[config.mk]
export PLATFORM = sky130hd
export DESIGN_NAME = tx_ep_arb
export DESIGN_NICKNAME = d
export VERILOG_FILES = /design/src/rtl/tx_ep_arb.sv
export SDC_FILE = /design/constraint.sdc
export NUM_CORES = 1
export LEC_CHECK = 0
export CAP_MARGIN = 25
export CORE_MARGIN = 1.5
export CORE_UTILIZATION = 52
export CTS_BUF_LIST = sky130_fd_sc_hd__clkbuf_8 sky130_fd_sc_hd__clkbuf_16
export DETAILED_ROUTE_END_ITERATION = 12
export GPL_TIMING_DRIVEN = 0
export PLACE_DENSITY = 0.88
export SLEW_MARGIN = 5
export SYNTH_ARGS = -nofsm -noshare
export SYNTH_HDL_FRONTEND = slang
export SYNTH_SLANG_ARGS = --single-unit
[constraint.sdc]
create_clock -name clk -period 6.2 [get_ports clk]
set_clock_uncertainty 0.05 [all_clocks]
set_input_delay 1.24 -clock clk [delete_from_list [all_inputs] [get_ports clk]]
set_output_delay 1.24 -clock clk [all_outputs]
set_load 0.01 [all_outputs]
[src/rtl/tx_ep_arb.sv]
// Round-robin arbiter for a shared TX endpoint: grant, tenancy, one dead cycle between tenants.
// Optional grant watchdog is enabled by defining TX_EP_ARB_WDOG_EN.
module tx_ep_arb #(
   parameter int NUM_REQ     = 4,
   parameter int WDOG_CYCLES = 255
) (
   input  logic                       clk,
   input  logic                       rst,
   input  logic [NUM_REQ-1:0]         req_ep,
   input  logic [NUM_REQ-1:0]         drv_ep,
   output logic [NUM_REQ-1:0]         my_trn,
   output logic                       ep_busy,
   output logic [$clog2(NUM_REQ)-1:0] ep_owner,
   output logic                       err_drv,
   output logic                       wdog_expired
);

   localparam int                 OW       = $clog2(NUM_REQ);
   localparam logic [OW-1:0]      LAST_IDX = OW'(NUM_REQ - 1);
   localparam logic [NUM_REQ-1:0] ONE      = NUM_REQ'(1);

   typedef enum logic [1:0] {IDLE, GRANT, BUSY, GAP} state_t;

   state_t             state, state_nxt;
   logic [NUM_REQ-1:0] my_trn_nxt;
   logic               ep_busy_nxt;
   logic [OW-1:0]      ep_owner_nxt;
   logic [OW-1:0]      last_owner, last_owner_nxt;
   logic               err_drv_nxt;
   logic [OW-1:0]      winner;
   logic               found;

`ifdef TX_EP_ARB_WDOG_EN
   localparam logic [15:0] WDOG_LIMIT = 16'(WDOG_CYCLES);
   logic [15:0] wdog_cnt, wdog_cnt_nxt;
   logic        wdog_expired_nxt;
`else
   assign wdog_expired = 1'b0;
`endif

   // Rotating search: first requester after the last tenant, wrapping at NUM_REQ.
   always_comb begin
      logic [OW-1:0] cand;
      cand   = last_owner;
      winner = '0;
      found  = 1'b0;
      for (int i = 0; i < NUM_REQ; i++) begin
         cand = (cand == LAST_IDX) ? '0 : cand + OW'(1);
         if (!found && req_ep[cand]) begin
            winner = cand;
            found  = 1'b1;
         end
      end
   end

   // NOTE: every output of this block is defaulted first, so no path can infer a latch.
   always_comb begin
      state_nxt      = state;
      my_trn_nxt     = my_trn;
      ep_busy_nxt    = ep_busy;
      ep_owner_nxt   = ep_owner;
      last_owner_nxt = last_owner;
      err_drv_nxt    = (state == IDLE) ? |drv_ep : |(drv_ep & ~(ONE << ep_owner));
`ifdef TX_EP_ARB_WDOG_EN
      wdog_cnt_nxt     = wdog_cnt;
      wdog_expired_nxt = 1'b0;
`endif
      case (state)
         IDLE: begin
            if (found) begin
               my_trn_nxt   = ONE << winner;
               ep_owner_nxt = winner;
               ep_busy_nxt  = 1'b1;
               state_nxt    = GRANT;
`ifdef TX_EP_ARB_WDOG_EN
               wdog_cnt_nxt = '0;
`endif
            end
         end
         GRANT: begin
            if (drv_ep[ep_owner]) begin
               my_trn_nxt = '0;
               state_nxt  = BUSY;
            end
`ifdef TX_EP_ARB_WDOG_EN
            else if (wdog_cnt + 16'd1 == WDOG_LIMIT) begin
               my_trn_nxt       = '0;
               ep_busy_nxt      = 1'b0;
               wdog_expired_nxt = 1'b1;
               last_owner_nxt   = ep_owner;
               state_nxt        = GAP;
            end else begin
               wdog_cnt_nxt = wdog_cnt + 16'd1;
            end
`endif
         end
         BUSY: begin
            if (!drv_ep[ep_owner]) begin
               ep_busy_nxt    = 1'b0;
               last_owner_nxt = ep_owner;
               state_nxt      = GAP;
            end
         end
         default: state_nxt = IDLE;
      endcase
   end

   // NOTE: state registers use non-blocking assignments so all of them update together.
   always_ff @(posedge clk) begin
      if (rst) begin
         state      <= IDLE;
         my_trn     <= '0;
         ep_busy    <= 1'b0;
         ep_owner   <= '0;
         last_owner <= LAST_IDX;
         err_drv    <= 1'b0;
      end else begin
         state      <= state_nxt;
         my_trn     <= my_trn_nxt;
         ep_busy    <= ep_busy_nxt;
         ep_owner   <= ep_owner_nxt;
         last_owner <= last_owner_nxt;
         err_drv    <= err_drv_nxt;
      end
   end

`ifdef TX_EP_ARB_WDOG_EN
   always_ff @(posedge clk) begin
      if (rst) begin
         wdog_cnt     <= '0;
         wdog_expired <= 1'b0;
      end else begin
         wdog_cnt     <= wdog_cnt_nxt;
         wdog_expired <= wdog_expired_nxt;
      end
   end
`endif

endmodule
==> key figures <==
Run status
  – Run status: completed

Finish
  – Layout area overhead: 24.5%
  – FF/Latch Area: around 240 µm²
  – Final Instance Area: just over 1000 µm²
  – Antenna Cells: 0
  – Non-filler instance count after layout: 136
  – Layout net count: roughly 140
  – Footprint of the multi-input gates: 527 µm²
  – Filler Cell Count: about 120
  – Most frequent cells in the layout: nor2_1, clkdlybuf4s50_1, dfxtp_1, nand2_1, inv_1
  – Commonest non-fill, non-tap cell in the layout: nor2_1
  – Share of cells above drive strength 1: around 9.2%

Place
  – GPL Wtd Cong: between 0.8 and 0.9
  – Placed Area: between 900 and 1000 µm²
  – Place WS: slightly above 3000 ps
  – # placed instances: approximately 130
  – Final HPWL DP: about 1400 µm
  – Port bufs: 14

Global route
  – Largest net degree at the start of global routing: 11
  – Antenna violations before repair: 0
  – First-pass GRT wire length: 3310 µm
  – Remaining Overflow, GRT: 0
  – Vias in the first global route: around 780
  – GRT Util Overall: between 20% and 30%

Synth
  – Synth warnings: 0
  – Mapped Cells: roughly 100
  – #FFs+latches synth: 12
  – Synth Area in Adders: approximately 7.6%
  – Mapped Area: approximately 820 µm²
  – Sequential share of the synthesized area: around 30%
  – Combinational family with the most area after synthesis: compound AO/OA/AOI/OAI gates
  – Synth Area per Inst: around 8 µm²
  – Compound-Gate Fraction of Synth Area: 22.7%
  – Netlist cell types: 34
  – Simple logic cell fraction of the synthesized area: 21.5%
  – Post-synthesis xor/xnor area fraction: 0%
  – Mux share of post-synthesis cell area: 11.9%
  – Mapped Nets: ~120

Run
  – Max-cap viol count: 0

Floorplanning
  – Initial Utilization: 55.1%
  – Die X: 42.7 µm
  – # rows: 14
  – Core Area: ~1500 µm²
  – Die Y-Extent: between 40 and 50 µm
  – Die area: roughly 1800 µm²
  – Io pins: 19

Timing
  – Final period util: 46.7%
  – Slew HR: roughly two thirds
  – Fmax achieved: between 0.3 and 0.4 GHz
  – Final worst slack: 3310 ps
  – Setup repair after global routing missed its margin: false
  – Setup TNS: 0 ps
  – Setup violators final: 0
  – Hold WS: just over 400 ps
  – Endpoints failing hold: 0
  – Min Tclk post-route: a little under 3000 ps
  – Worst slew pin tran: 493 ps
  – Final Max Slew Viols: 0

Clocking
  – CTS Root Cell: clkbuf_8
  – Clk slew on worst S/H paths: around 50 ps
  – Setup Buffers After CTS: 0
  – TritonCTS buffer count: 3
  – Clock H-tree levels: 1
  – CTS tree: yes
  – CTS Hold Buffers Added: 0
  – Clock latency on the worst-skew pair: ~240 ps
  – Post-cts resize count: 0
  – Clock Sink Count: 12
  – Clk buf depth: 2

Drt
  – WL/cell: around 14 µm
  – 1st-iter DRT viols: 26
  – Vias: ~830
  – Antenna viol nets, final: 0
  – # DRC: 0
  – Drt pass-1 iters: 4
  – Routed Wire Length: about 1900 µm
  – Via density: just over 6

Setup path
  – Critical Path RT: between 6000 and 7000 ps
  – Max stage delay on crit path: around 540 ps
  – CP cell instances: clkdlybuf4s50_1 > mux4_2 > mux2i_1 > nand2_1 > or3_1 > a21oi_2
  – Arr. time, crit path: a little over 3000 ps
  – R2r worst-path depth: 7
  – R2R setup slack: 3980 ps
  – Worst-path cell with the longest stage delay: mux4_2
  – Critical path launch point type: primary input
  – CP endpoint kind: flip-flop
  – CP max FO: 3
  – Crit Path Category: in2reg

Hold path
  – Hold Crit Depth: 2
  – Min-delay worst type: reg2reg

Power
  – Max IR drop VDD: 0.253 mV
  – Power per Cell Area: 422 nW/µm²
  – Leak pwr: approximately 0.40 nW
-- final cells by class --
type	count	share of cell area, %
inverters	7	2.57
clock buffers	3	4.04
repair buffers	14	13.7
plain buffers	6	2.69
multi-input cells	78	51.5
flip-flops and latches	12	23.5
well taps	16	1.96
-- through the flow --
step                      power, mW  util (%)
after floorplan               0.286         -
after global placement        0.345      65.9
after detailed placement      0.356      65.9
after CTS                     0.429      68.7
after global routing          0.463      68.7
final                         0.432      68.7
-- cells by family after synthesis --
logic type / after synthesis
AO/OA/AOI/OAI: 26
other: 1
AND/OR/NAND/NOR: 38
multiplexers: 8
flip-flops: 12
buffers and inverters: 13
adder cells (fa/ha/maj): 5
-- worst max-delay path: cells and delay by family --
family	cells	cell delay [ps]
buffers and inverters	1	440
AOI/OAI and AO/OA	1	140
muxes	2	710
and+or+nand+nor	2	490
-- synth_stat cells --
master     number  area [µm²]
and3_1          1        6.26
nor4_1          1        6.26
ha_1            5        62.6
buf_2           1        5.00
a211o_1         2        17.5
a32o_1          2        20.0
nand2b_1        3        18.8
nor2b_1         3        18.8
buf_4           1        7.51
o31ai_1         2        15.0
nand3b_1        1        7.51
a2bb2oi_1       1        8.76
nand2_1         9        33.8
a21oi_1         6        30.0
nand3_1         1        5.00
conb_1          1        3.75
a211oi_1        2        15.0
o32ai_1         2        17.5
mux2i_1         3        30.0
or3_1           1        6.26
a32oi_1         1        8.76
mux2_2          4        45.0
a2111oi_0       1        8.76
clkbuf_1        4        15.0
nor2_1         16        60.1
inv_1           7        26.3
nor3_1          1        5.00
o32a_1          1        10.0
a21oi_2         1        8.76
nor4b_1         1        8.76
mux4_2          1        22.5
o21ai_0         4        20.0
a31oi_1         1        6.26
dfxtp_1        12         240
-- sequential cells by signal, indices dropped and copies added (netlist names) --
register    flops
state           2
err_drv         1
last_owner      2
ep_owner        2
my_trn          4
ep_busy         1
-- final timing paths --
check,startpoint,end
max reg2reg,last_owner[1],my_trn[0]
min reg2reg,my_trn[3],my_trn[3]
max,drv_ep[3],state[0]
min,my_trn[3],my_trn[3]
-- report_power, final --
group	switching (mW)	total, mW	internal [mW]
Combinational	0.121	0.234	0.113
Sequential	0.0226	0.125	0.103
Clock	0.0297	0.0727	0.0429
Total	0.173	0.432	0.259
-- per-layer routing --
metal	GRT usage (%)	up-vias	wire, µm
li1	-	407	-
met1	30.1	389	869
met2	38.2	25	942
met3	4.26	4	79
met4	14.4	0	35
met5	0	-	0
No activity file was read; power rests on OpenSTA's default activity.
